### src/rtl/vend_pkg.sv
// Shared vending definitions for the change dispenser.
// Provides the coin codes, coin values in cents, the default credit
// width and the change-dispenser FSM state encoding.
// Optional feature macro used by the dispenser: CHANGE_DOLLAR_COIN_EN.
package vend_pkg;

  localparam int CREDIT_W_DEF = 9;

  typedef enum logic [1:0] {
    COIN_QUARTER = 2'd0,
    COIN_DIME    = 2'd1,
    COIN_NICKEL  = 2'd2,
    COIN_DOLLAR  = 2'd3
  } coin_t;

  localparam int COIN_VAL_QUARTER = 25;
  localparam int COIN_VAL_DIME    = 10;
  localparam int COIN_VAL_NICKEL  = 5;
  localparam int COIN_VAL_DOLLAR  = 100;

  typedef enum logic [1:0] {
    ST_IDLE     = 2'd0,
    ST_DISPENSE = 2'd1,
    ST_DONE     = 2'd2,
    ST_ERROR    = 2'd3
  } state_t;

endpackage

### src/rtl/change_dispenser_if.sv
// Bus bundle between the vending controller / ejector driver and the
// change dispenser.
//   start, credit, cost      : transaction request (controller -> dispenser)
//   coin_valid/type/ready    : coin handshake with the ejector driver
//   busy, done, insufficient : status back to the controller
//   change_total             : difference of the last paid transaction
// Modports: slave = dispenser side, master = controller/ejector side.
interface change_dispenser_if #(
  parameter int CREDIT_W = vend_pkg::CREDIT_W_DEF
) ();

  logic                start;
  logic [CREDIT_W-1:0] credit;
  logic [CREDIT_W-1:0] cost;
  logic                coin_ready;
  logic                coin_valid;
  logic [1:0]          coin_type;
  logic                busy;
  logic                done;
  logic                insufficient;
  logic [CREDIT_W-1:0] change_total;

  modport slave (
    input  start, credit, cost, coin_ready,
    output coin_valid, coin_type, busy, done, insufficient, change_total
  );

  modport master (
    output start, credit, cost, coin_ready,
    input  coin_valid, coin_type, busy, done, insufficient, change_total
  );

endinterface

### src/rtl/change_dispenser_coin_select.sv
// coin_select: combinational greedy coin pick.
// Ports:
//   remaining (in,  W) : cents still owed
//   code      (out, 2) : coin code to present
//   value     (out, W) : value of that coin in cents
// With CHANGE_DOLLAR_COIN_EN defined, dollars are tried first; otherwise
// large amounts are paid in quarters. Below 10 cents the pick is always
// a nickel; the caller never asks for a coin when fewer than 5 cents remain.
module coin_select
  import vend_pkg::*;
#(
  parameter int W = CREDIT_W_DEF
) (
  input  logic [W-1:0] remaining,
  output coin_t        code,
  output logic [W-1:0] value
);

  logic dollar_ok;

`ifdef CHANGE_DOLLAR_COIN_EN
  assign dollar_ok = (remaining >= W'(COIN_VAL_DOLLAR));
`else
  assign dollar_ok = 1'b0;
`endif

  always_comb begin
    code  = COIN_NICKEL;
    value = W'(COIN_VAL_NICKEL);
    if (dollar_ok) begin
      code  = COIN_DOLLAR;
      value = W'(COIN_VAL_DOLLAR);
    end else if (remaining >= W'(COIN_VAL_QUARTER)) begin
      code  = COIN_QUARTER;
      value = W'(COIN_VAL_QUARTER);
    end else if (remaining >= W'(COIN_VAL_DIME)) begin
      code  = COIN_DIME;
      value = W'(COIN_VAL_DIME);
    end
  end

endmodule

### src/rtl/change_dispenser.sv
// change_dispenser: computes credit - cost on a start pulse and pays the
// difference out as a greedy coin sequence over a valid/ready handshake.
// Ports:
//   clk  (in) : system clock, rising edge
//   rst  (in) : asynchronous active-high reset
//   bus  (change_dispenser_if.slave) : start/credit/cost request,
//        coin_valid/coin_type/coin_ready handshake, busy/done/insufficient
//        status and change_total.
// Optional feature: CHANGE_DOLLAR_COIN_EN enables the 100-cent coin
// (handled inside coin_select).
module change_dispenser
  import vend_pkg::*;
#(
  parameter int CREDIT_W = CREDIT_W_DEF
) (
  input  logic                 clk,
  input  logic                 rst,
  change_dispenser_if.slave    bus
);

  localparam logic [CREDIT_W-1:0] MIN_COIN = CREDIT_W'(COIN_VAL_NICKEL);

  state_t              state_reg, state_next;
  logic [CREDIT_W-1:0] remaining_reg, remaining_next;
  logic [CREDIT_W-1:0] change_total_reg, change_total_next;
  logic [CREDIT_W:0]   diff;
  logic [CREDIT_W-1:0] after_coin;
  coin_t               pick_code;
  logic [CREDIT_W-1:0] pick_value;

  coin_select #(.W(CREDIT_W)) u_coin_select (
    .remaining (remaining_reg),
    .code      (pick_code),
    .value     (pick_value)
  );

  // One extra bit so that credit < cost shows up as a borrow in the MSB.
  assign diff = {1'b0, bus.credit} - {1'b0, bus.cost};

  // The greedy pick never exceeds remaining while in DISPENSE (>= 5 there),
  // so this subtraction cannot wrap.
  assign after_coin = remaining_reg - pick_value;

  // State and datapath registers.
  always_ff @(posedge clk or posedge rst) begin
    if (rst) begin
      state_reg        <= ST_IDLE;
      remaining_reg    <= '0;
      change_total_reg <= '0;
    end else begin
      state_reg        <= state_next;
      remaining_reg    <= remaining_next;
      change_total_reg <= change_total_next;
    end
  end

  // Next-state and datapath update.
  always_comb begin
    state_next        = state_reg;
    remaining_next    = remaining_reg;
    change_total_next = change_total_reg;
    case (state_reg)
      ST_IDLE: begin
        if (bus.start) begin
          if (diff[CREDIT_W]) begin
            state_next = ST_ERROR;
          end else begin
            remaining_next    = diff[CREDIT_W-1:0];
            change_total_next = diff[CREDIT_W-1:0];
            state_next = (diff[CREDIT_W-1:0] >= MIN_COIN) ? ST_DISPENSE : ST_DONE;
          end
        end
      end
      ST_DISPENSE: begin
        // coin_valid is always high here, so coin_ready alone completes it.
        if (bus.coin_ready) begin
          remaining_next = after_coin;
          if (after_coin < MIN_COIN) begin
            state_next = ST_DONE;
          end
        end
      end
      ST_DONE:  state_next = ST_IDLE;
      ST_ERROR: state_next = ST_IDLE;
      default:  state_next = ST_IDLE;
    endcase
  end

  // Outputs decode from registered state/remaining only.
  always_comb begin
    bus.coin_valid   = 1'b0;
    bus.coin_type    = 2'd0;
    bus.busy         = 1'b0;
    bus.done         = 1'b0;
    bus.insufficient = 1'b0;
    case (state_reg)
      ST_DISPENSE: begin
        bus.coin_valid = 1'b1;
        bus.coin_type  = pick_code;
        bus.busy       = 1'b1;
      end
      ST_DONE: begin
        bus.done = 1'b1;
        bus.busy = 1'b1;
      end
      ST_ERROR: begin
        bus.insufficient = 1'b1;
        bus.busy         = 1'b1;
      end
      default: begin
        bus.busy = 1'b0;
      end
    endcase
  end

  assign bus.change_total = change_total_reg;

endmodule
### src/flat_wrapper.sv
// flat-port wrapper written by rule: the top's interface ports become plain ports
module change_dispenser_flat import vend_pkg::*;
#(
  parameter int CREDIT_W = CREDIT_W_DEF
)
  (clk, rst, bus_start, bus_credit, bus_cost, bus_coin_ready, bus_coin_valid, bus_coin_type, bus_busy, bus_done, bus_insufficient, bus_change_total);
  change_dispenser_if #(.CREDIT_W(CREDIT_W)) bus_i ();
  input  logic clk;
  input  logic rst;
  input wire logic [$bits(bus_i.start)-1:0] bus_start;
  input wire logic [$bits(bus_i.credit)-1:0] bus_credit;
  input wire logic [$bits(bus_i.cost)-1:0] bus_cost;
  input wire logic [$bits(bus_i.coin_ready)-1:0] bus_coin_ready;
  output wire logic [$bits(bus_i.coin_valid)-1:0] bus_coin_valid;
  output wire logic [$bits(bus_i.coin_type)-1:0] bus_coin_type;
  output wire logic [$bits(bus_i.busy)-1:0] bus_busy;
  output wire logic [$bits(bus_i.done)-1:0] bus_done;
  output wire logic [$bits(bus_i.insufficient)-1:0] bus_insufficient;
  output wire logic [$bits(bus_i.change_total)-1:0] bus_change_total;
  assign bus_i.start = bus_start;
  assign bus_i.credit = bus_credit;
  assign bus_i.cost = bus_cost;
  assign bus_i.coin_ready = bus_coin_ready;
  assign bus_coin_valid = bus_i.coin_valid;
  assign bus_coin_type = bus_i.coin_type;
  assign bus_busy = bus_i.busy;
  assign bus_done = bus_i.done;
  assign bus_insufficient = bus_i.insufficient;
  assign bus_change_total = bus_i.change_total;
  change_dispenser #(.CREDIT_W(CREDIT_W)) u_core (.clk(clk), .rst(rst), .bus(bus_i));
endmodule
### config.mk
export PLATFORM = sky130hd
export DESIGN_NAME = change_dispenser_flat
export DESIGN_NICKNAME = d
export VERILOG_FILES = /design/src/rtl/vend_pkg.sv /design/src/rtl/change_dispenser_if.sv /design/src/rtl/change_dispenser_coin_select.sv /design/src/rtl/change_dispenser.sv /design/src/flat_wrapper.sv
export SDC_FILE = /design/constraint.sdc
export NUM_CORES = 1
export LEC_CHECK = 0
export CAP_MARGIN = 40
export CORE_ASPECT_RATIO = 0.75
export CORE_MARGIN = 10
export CORE_UTILIZATION = 40
export CTS_CLUSTER_DIAMETER = 80
export DETAILED_ROUTE_END_ITERATION = 6
export PLACE_DENSITY_LB_ADDON = 0.05
export SETUP_SLACK_MARGIN = 0.3
export SYNTH_ARGS = -nofsm -noshare
export SYNTH_HDL_FRONTEND = slang
export SYNTH_SLANG_ARGS = --single-unit
### constraint.sdc
create_clock -name clk -period 8.3 [get_ports clk]
set_input_delay 1.66 -clock clk [delete_from_list [all_inputs] [get_ports clk]]
set_output_delay 1.66 -clock clk [all_outputs]
set_load 0.02 [all_outputs]
==> results.py, run 1 <==
metrics = {
    "routing": {
        "postRouteWirelength_mm": 4.54,
        "drt_first_pass_iters": 4,
        "drc": 0,
        "detail_route.iter0.violations": 74,
        "via_density": 5.41,
        "final_antenna_net_count": 0,
        "wl_per_cell_um": 15.0,
        "vias": 1634,
    },
    "clocking": {
        "cts_hold_repair.buffers": 0,
        "cts_repair_resize_count": 0,
        "cts-htree-levels": 1,
        "path_clk_slew_ps": 80,
        "post-cts-setup-buffer-count": 0,
        "clock_latency_ps": 260,
        "max-clock-path-buffers": 2,
        "clkSinkCount": 20,
        "cts-root-buf": "sky130_fd_sc_hd__clkbuf_8",
        "numCtsBuffers": 3,
        "tritoncts": "yes",
    },
    "sta": {
        "report.final.slew_viol_count": 0,
        "period_share_pct": 50.9,
        "timing.final.crit_period_ps": 4230,
        "clock.fmax_mhz": 237,
        "final-setup-viol-count": 0,
        "timing.setup.tns_ps": 0,
        "fin_skew_ps": 1.04,
        "tightest_slew_ps": 797,
        "finalWorstSetupSlack_ps": 4070,
        "slew-limit-headroom_pct": 46.9,
        "setup_repair_after_global_routing_missed_its_margin": "no",
        "final_hold_viol_count": 0,
    },
    "synthesis": {
        "seq_area_frac_synth_pct": 27.4,
        "synth_top_area_share_pct": 27.4,
        "yosys.area.top_type": "sky130_fd_sc_hd__dfrtp_1",
        "synth_ff_type": "sky130_fd_sc_hd__dfrtp_1",
        "post_synth_instance_area_um2": 1830,
        "syn-mean-instance-area_um2": 8.53,
        "synth-seq-cells": 20,
        "yosys.cell_types.count": 52,
        "yosys_warnings": 0,
        "syn_nets": 252,
        "yosysMostFrequentCell": "sky130_fd_sc_hd__inv_1",
        "synthesis.instances": 214,
        "async_reset_ff_share_pct": 100,
        "synth.area.top_cells": "sky130_fd_sc_hd__dfrtp_1, sky130_fd_sc_hd__ha_1, sky130_fd_sc_hd__inv_1, sky130_fd_sc_hd__mux2_1, sky130_fd_sc_hd__nor2_1",
        "synth-edff-count": 0,
        "post_synth_most_frequent_cells": "sky130_fd_sc_hd__inv_1, sky130_fd_sc_hd__dfrtp_1, sky130_fd_sc_hd__nor2_1",
    },
    "global_route": {
        "grt_pass1_vias": 1514,
        "global_route_wire_length_before_repair_mm": 7.73,
        "grt-ovfl-total": 0,
        "number_of_antenna_violations_at_the_first_check_in_global_routing": 0,
        "grt.total_usage_pct": 11.7,
        "grt_max_degree": 21,
    },
    "place": {
        "post-dp-hpwl_mm": 3.65,
        "placement.setup.worst_slack_ps": 3800,
        "gp_congestion": 0.732,
        "numPortBuffers": 36,
        "detailed_place.area_um2": 2220,
    },
    "pwr": {
        "ir_drop_v": 0.000179,
        "total_power_uw": 857,
        "power_density_nw_per_um2": 375,
        "p_leak_uw": 0.00102,
    },
    "finish": {
        "antenna_diode_count": 0,
        "syn2layout_area_growth_pct": 25.3,
        "final.fill_count": 439,
        "design_area_um2": 2290,
        "layout-drive-gt1-share_pct": 5.71,
        "finish.net_count": 284,
    },
    "worst_hold_path": {
        "worstHoldPathType": "reg -> reg",
        "worst_hold_startpoint": "u_core.bus.change_total[1]",
    },
    "critical_path": {
        "timing_worst_setup_path_type": "in -> reg",
        "cp_data_required_time_ps": 8450,
        "cp-start-kind": "primary input",
        "crit_path_start": "bus_cost[0]",
        "worstPathMaxFanout": 4,
        "critical_path.endpoint_type": "register",
        "r2r_setup_slack_ps": 4570,
        "crit_arrival_ps": 4380,
        "regToRegStartpoint": "u_core.remaining_reg[5]",
    },
    "die": {
        "core_area_um2": 4440,
        "floorplan.die_area_um2": 7690,
        "std_cell_rows": 21,
        "io_pins": 37,
        "die_span_in_y_um": 78.5,
        "floorplan.initialDensity_pct": 41.1,
        "dieWidth_um": 98.0,
    },
    "run": {
        "cap_violations": 0,
    },
    "outcome": {
        "status": "completed",
    },
}
[power by group]
part | leakage, uW | switching (uW) | internal, uW
clock | 0.0000357 | 33.3 | 64.3
combinational | 0.000740 | 307 | 252
sequential | 0.000244 | 53.3 | 147
total | 0.00102 | 394 | 463
[area by class of cell]
type / count / area (um2) / area share (%)
multi-input combinational: 161 / 1190 / 51.9
sequential: 20 / 500 / 21.9
timing repair buffer: 38 / 375 / 16.4
inverter: 22 / 82.6 / 3.61
tap: 57 / 71.3 / 3.12
clock buffer: 3 / 41.3 / 1.81
clock inverter: 1 / 30.0 / 1.31
[metal layers]
metal  global-route usage, %  vias to the layer above  part of all wire (%)
li1                        -                      841                     -
met1                    17.3                      752                    53
met4                    1.74                        0                  0.33
met2                    15.7                       39                    38
met5                       0                        -                     0
met3                    4.29                        2                   8.1
[critical path, cell delays in order]
cell                              delay (ps)
sky130_fd_sc_hd__clkdlybuf4s50_1         460
sky130_fd_sc_hd__ha_1                    170
sky130_fd_sc_hd__inv_1                    60
sky130_fd_sc_hd__fa_1                    430
sky130_fd_sc_hd__a21o_1                  220
sky130_fd_sc_hd__a31oi_1                 230
sky130_fd_sc_hd__a22oi_1                 110
sky130_fd_sc_hd__xnor2_1                 210
sky130_fd_sc_hd__or4_1                   560
sky130_fd_sc_hd__a32o_1                  270
[through the flow]
step	hold slack (ps)	instances	utilization [%]
global placement	470	296	49.6
detailed placement	484	298	49.9
finish	494	302	51.5
floorplan	471	214	-
CTS	503	302	51.5
global route	534	302	51.5
[cells by family (layout without fill, tap and decap cells)]
family	Yosys count	after routing	synth area share (%)
AOI/OAI and AO/OA	69	69	26.7
adders and majority gates	16	16	11.8
buffers and inverters	33	64	7.61
muxes	12	12	6.99
and+or+nand+nor	56	56	15.6
DFF	20	20	27.4
xor gates and xnor gates	8	8	3.84
[placed cells by master, fill, tap and decap left out, types with 5 or more instances in the layout]
master and count:
sky130_fd_sc_hd__nand2_1 11, sky130_fd_sc_hd__inv_1 22, sky130_fd_sc_hd__mux2_1 6, sky130_fd_sc_hd__dfrtp_1 20
sky130_fd_sc_hd__clkdlybuf4s50_1 36, sky130_fd_sc_hd__mux2i_1 6, sky130_fd_sc_hd__nor4_1 5, sky130_fd_sc_hd__a21oi_1 7
sky130_fd_sc_hd__ha_1 14, sky130_fd_sc_hd__o21ai_0 12, sky130_fd_sc_hd__nor2_1 17, sky130_fd_sc_hd__o21ai_1 12
[final timing paths]
path | end | cells after the start
worst max-delay path | u_core.state_reg[0] | 10
min in group asynchronous | u_core.remaining_reg[1] | 2
worst max register to register | u_core.state_reg[0] | 9
max in group asynchronous | u_core.state_reg[0] | 2
worst min-delay path | u_core.bus.change_total[1] | 2
worst min register to register | u_core.bus.change_total[1] | 2
No activity file was read; power rests on OpenSTA's default activity.
==> inputs of run 2 (changes only) <==
Clock period 8.3 ns to 4 ns, I/O delays scaled along.
==> results.py, run 2 (same netlist as run 1, synthesis figures left out) <==
metrics = {
    "outcome": {
        "status": "completed",
    },
    "routing": {
        "detail_route.iter0.violations": 94,
        "vias": 1630,
        "via_density": 5.36,
        "drc": 0,
        "wl_per_cell_um": 15.4,
        "drt_first_pass_iters": 4,
        "postRouteWirelength_mm": 4.67,
        "final_antenna_net_count": 0,
    },
    "critical_path": {
        "critPathTopFamily": "simple AND/OR/NAND/NOR gates",
        "cp_data_required_time_ps": 4160,
        "max_stage_delay_ps": 620,
        "cp-start-kind": "register",
        "crit_path_cell_trace": "or4_1, or3_1, ha_1, a211o_1, a311oi_2, o2bb2ai_1, nand4_1, or3_1, a32o_1",
        "timing_worst_setup_path_type": "reg -> reg",
        "critical_path.endpoint_type": "register",
        "crit_arrival_ps": 3640,
        "path_common_cell": "sky130_fd_sc_hd__or3_1",
        "worstPathBufferInverterCount": 0,
        "critical-path-slowest-cell": "sky130_fd_sc_hd__or4_1",
        "worstPathMaxFanout": 9,
    },
    "pwr": {
        "clockPowerShare_pct": 9.1,
        "power_density_nw_per_um2": 774,
        "switchingPower_uw": 840,
        "ir_drop_v": 0.000371,
        "power_report.internal_total_uw": 934,
        "combinationalPowerShare_pct": 68.1,
        "p_leak_uw": 0.00102,
        "total_power_uw": 1770,
        "sw_frac_of_total_pct": 47.3,
        "power.share.sequential_pct": 22.7,
    },
    "clocking": {
        "clkSinkCount": 20,
        "cts-htree-levels": 1,
        "cts-root-buf": "sky130_fd_sc_hd__clkbuf_8",
        "tritoncts": "yes",
        "path_clk_slew_ps": 80,
        "clock_latency_ps": 260,
        "max-clock-path-buffers": 2,
        "numCtsBuffers": 3,
    },
    "die": {
        "floorplan.initialDensity_pct": 41.1,
        "io_pins": 37,
        "dieWidth_um": 98.0,
        "floorplan.die_area_um2": 7690,
        "die_span_in_y_um": 78.5,
        "std_cell_rows": 21,
        "core_area_um2": 4440,
    },
    "run": {
        "cap_violations": 0,
    },
    "sta": {
        "period_share_pct": 87.1,
        "setup_repair_after_global_routing_missed_its_margin": "no",
        "timing.final.crit_period_ps": 3490,
        "tightest_slew_ps": 799,
        "final_hold_viol_count": 0,
        "timing.setup.tns_ps": 0,
        "slew-limit-headroom_pct": 46.7,
        "clock.fmax_mhz": 287,
        "fin_skew_ps": 2.67,
        "report.final.slew_viol_count": 0,
        "final-setup-viol-count": 0,
    },
    "place": {
        "numPortBuffers": 36,
        "gp_congestion": 0.883,
        "detailed_place.area_um2": 2230,
        "post-dp-hpwl_mm": 3.70,
    },
    "finish": {
        "finish.net_count": 286,
        "antenna_diode_count": 0,
        "most-common-layout-cells": "sky130_fd_sc_hd__clkdlybuf4s50_1, sky130_fd_sc_hd__inv_1, sky130_fd_sc_hd__dfrtp_1",
        "syn2layout_area_growth_pct": 25.6,
        "layout.cells.most_common": "sky130_fd_sc_hd__clkdlybuf4s50_1",
        "layout-drive-gt1-share_pct": 6.88,
        "design_area_um2": 2290,
        "final_core_utilization_pct": 51.6,
    },
    "global_route": {
        "global_route_wire_length_before_repair_mm": 7.66,
        "grt_pass1_vias": 1552,
        "grt_max_degree": 21,
        "number_of_antenna_violations_at_the_first_check_in_global_routing": 0,
        "grt.total_usage_pct": 11.6,
        "grt-ovfl-total": 0,
    },
    "worst_hold_path": {
        "worstHoldPathType": "reg -> reg",
    },
}
-- run 2: area by class of cell --
| cell class | instances | area [um2] |
|---|---|---|
| sequential | 20 | 500 |
| fill | 439 | 2150 |
| inverter | 22 | 82.6 |
| clock buffer | 4 | 55.1 |
| tap | 57 | 71.3 |
| multi-input combinational | 161 | 1190 |
| timing repair buffer | 40 | 390 |
-- run 2: power groups by stage --
stage	Combinational, uW	Clock [uW]	Sequential (uW)
floorplan	805	0	422
global placement	1200	0	408
detailed placement	1190	0	406
CTS	1200	164	403
global route	1340	172	420
finish	1210	162	403
-- run 2: worst min-delay path, cell delays in order (launching register included) --
cell	delay (ps)
sky130_fd_sc_hd__dfrtp_1	350
sky130_fd_sc_hd__nand2_1	50
sky130_fd_sc_hd__o21ai_1	60
-- run 2: timing repair --
action / CTS / global route
gates resized for setup: 0 / 1
hold buffers: 0 / 0
buffers inserted: 0 / 0
setup endpoints to repair: 0 / 1
-- run 2: path summary, 6_finish.rpt --
| path | startpoint | slack (ps) | to | cells past startpoint |
|---|---|---|---|---|
| min | u_core.bus.change_total[0] | 490 | u_core.bus.change_total[0] | 2 |
| max reg2reg | u_core.remaining_reg[6] | 510 | u_core.state_reg[0] | 9 |
| min reg2reg | u_core.bus.change_total[0] | 490 | u_core.bus.change_total[0] | 2 |
| min in group asynchronous | rst | 980 | u_core.bus.change_total[1] | 2 |
| max in group asynchronous | rst | 2520 | u_core.remaining_reg[8] | 2 |
| max | u_core.remaining_reg[6] | 510 | u_core.state_reg[0] | 9 |
-- run 2: routing by layer --
layer / global-route usage, % / vias to the layer above / wire length (um)
met1: 16.9 / 748 / 2480
met3: 4.02 / 4 / 311
li1: - / 841 / -
met5: 0 / - / 0
met4: 1.74 / 0 / 25
met2: 16.1 / 37 / 1850
-- run 2: stage by stage --
stage | hold slack, ps | cells | worst slack (ps)
final | 495 | 304 | 514
after global routing | 518 | 304 | 376
after CTS | 499 | 304 | 450
after detailed placement | 480 | 300 | 396
after global placement | 469 | 300 | 387
after floorplan | 471 | 214 | 654
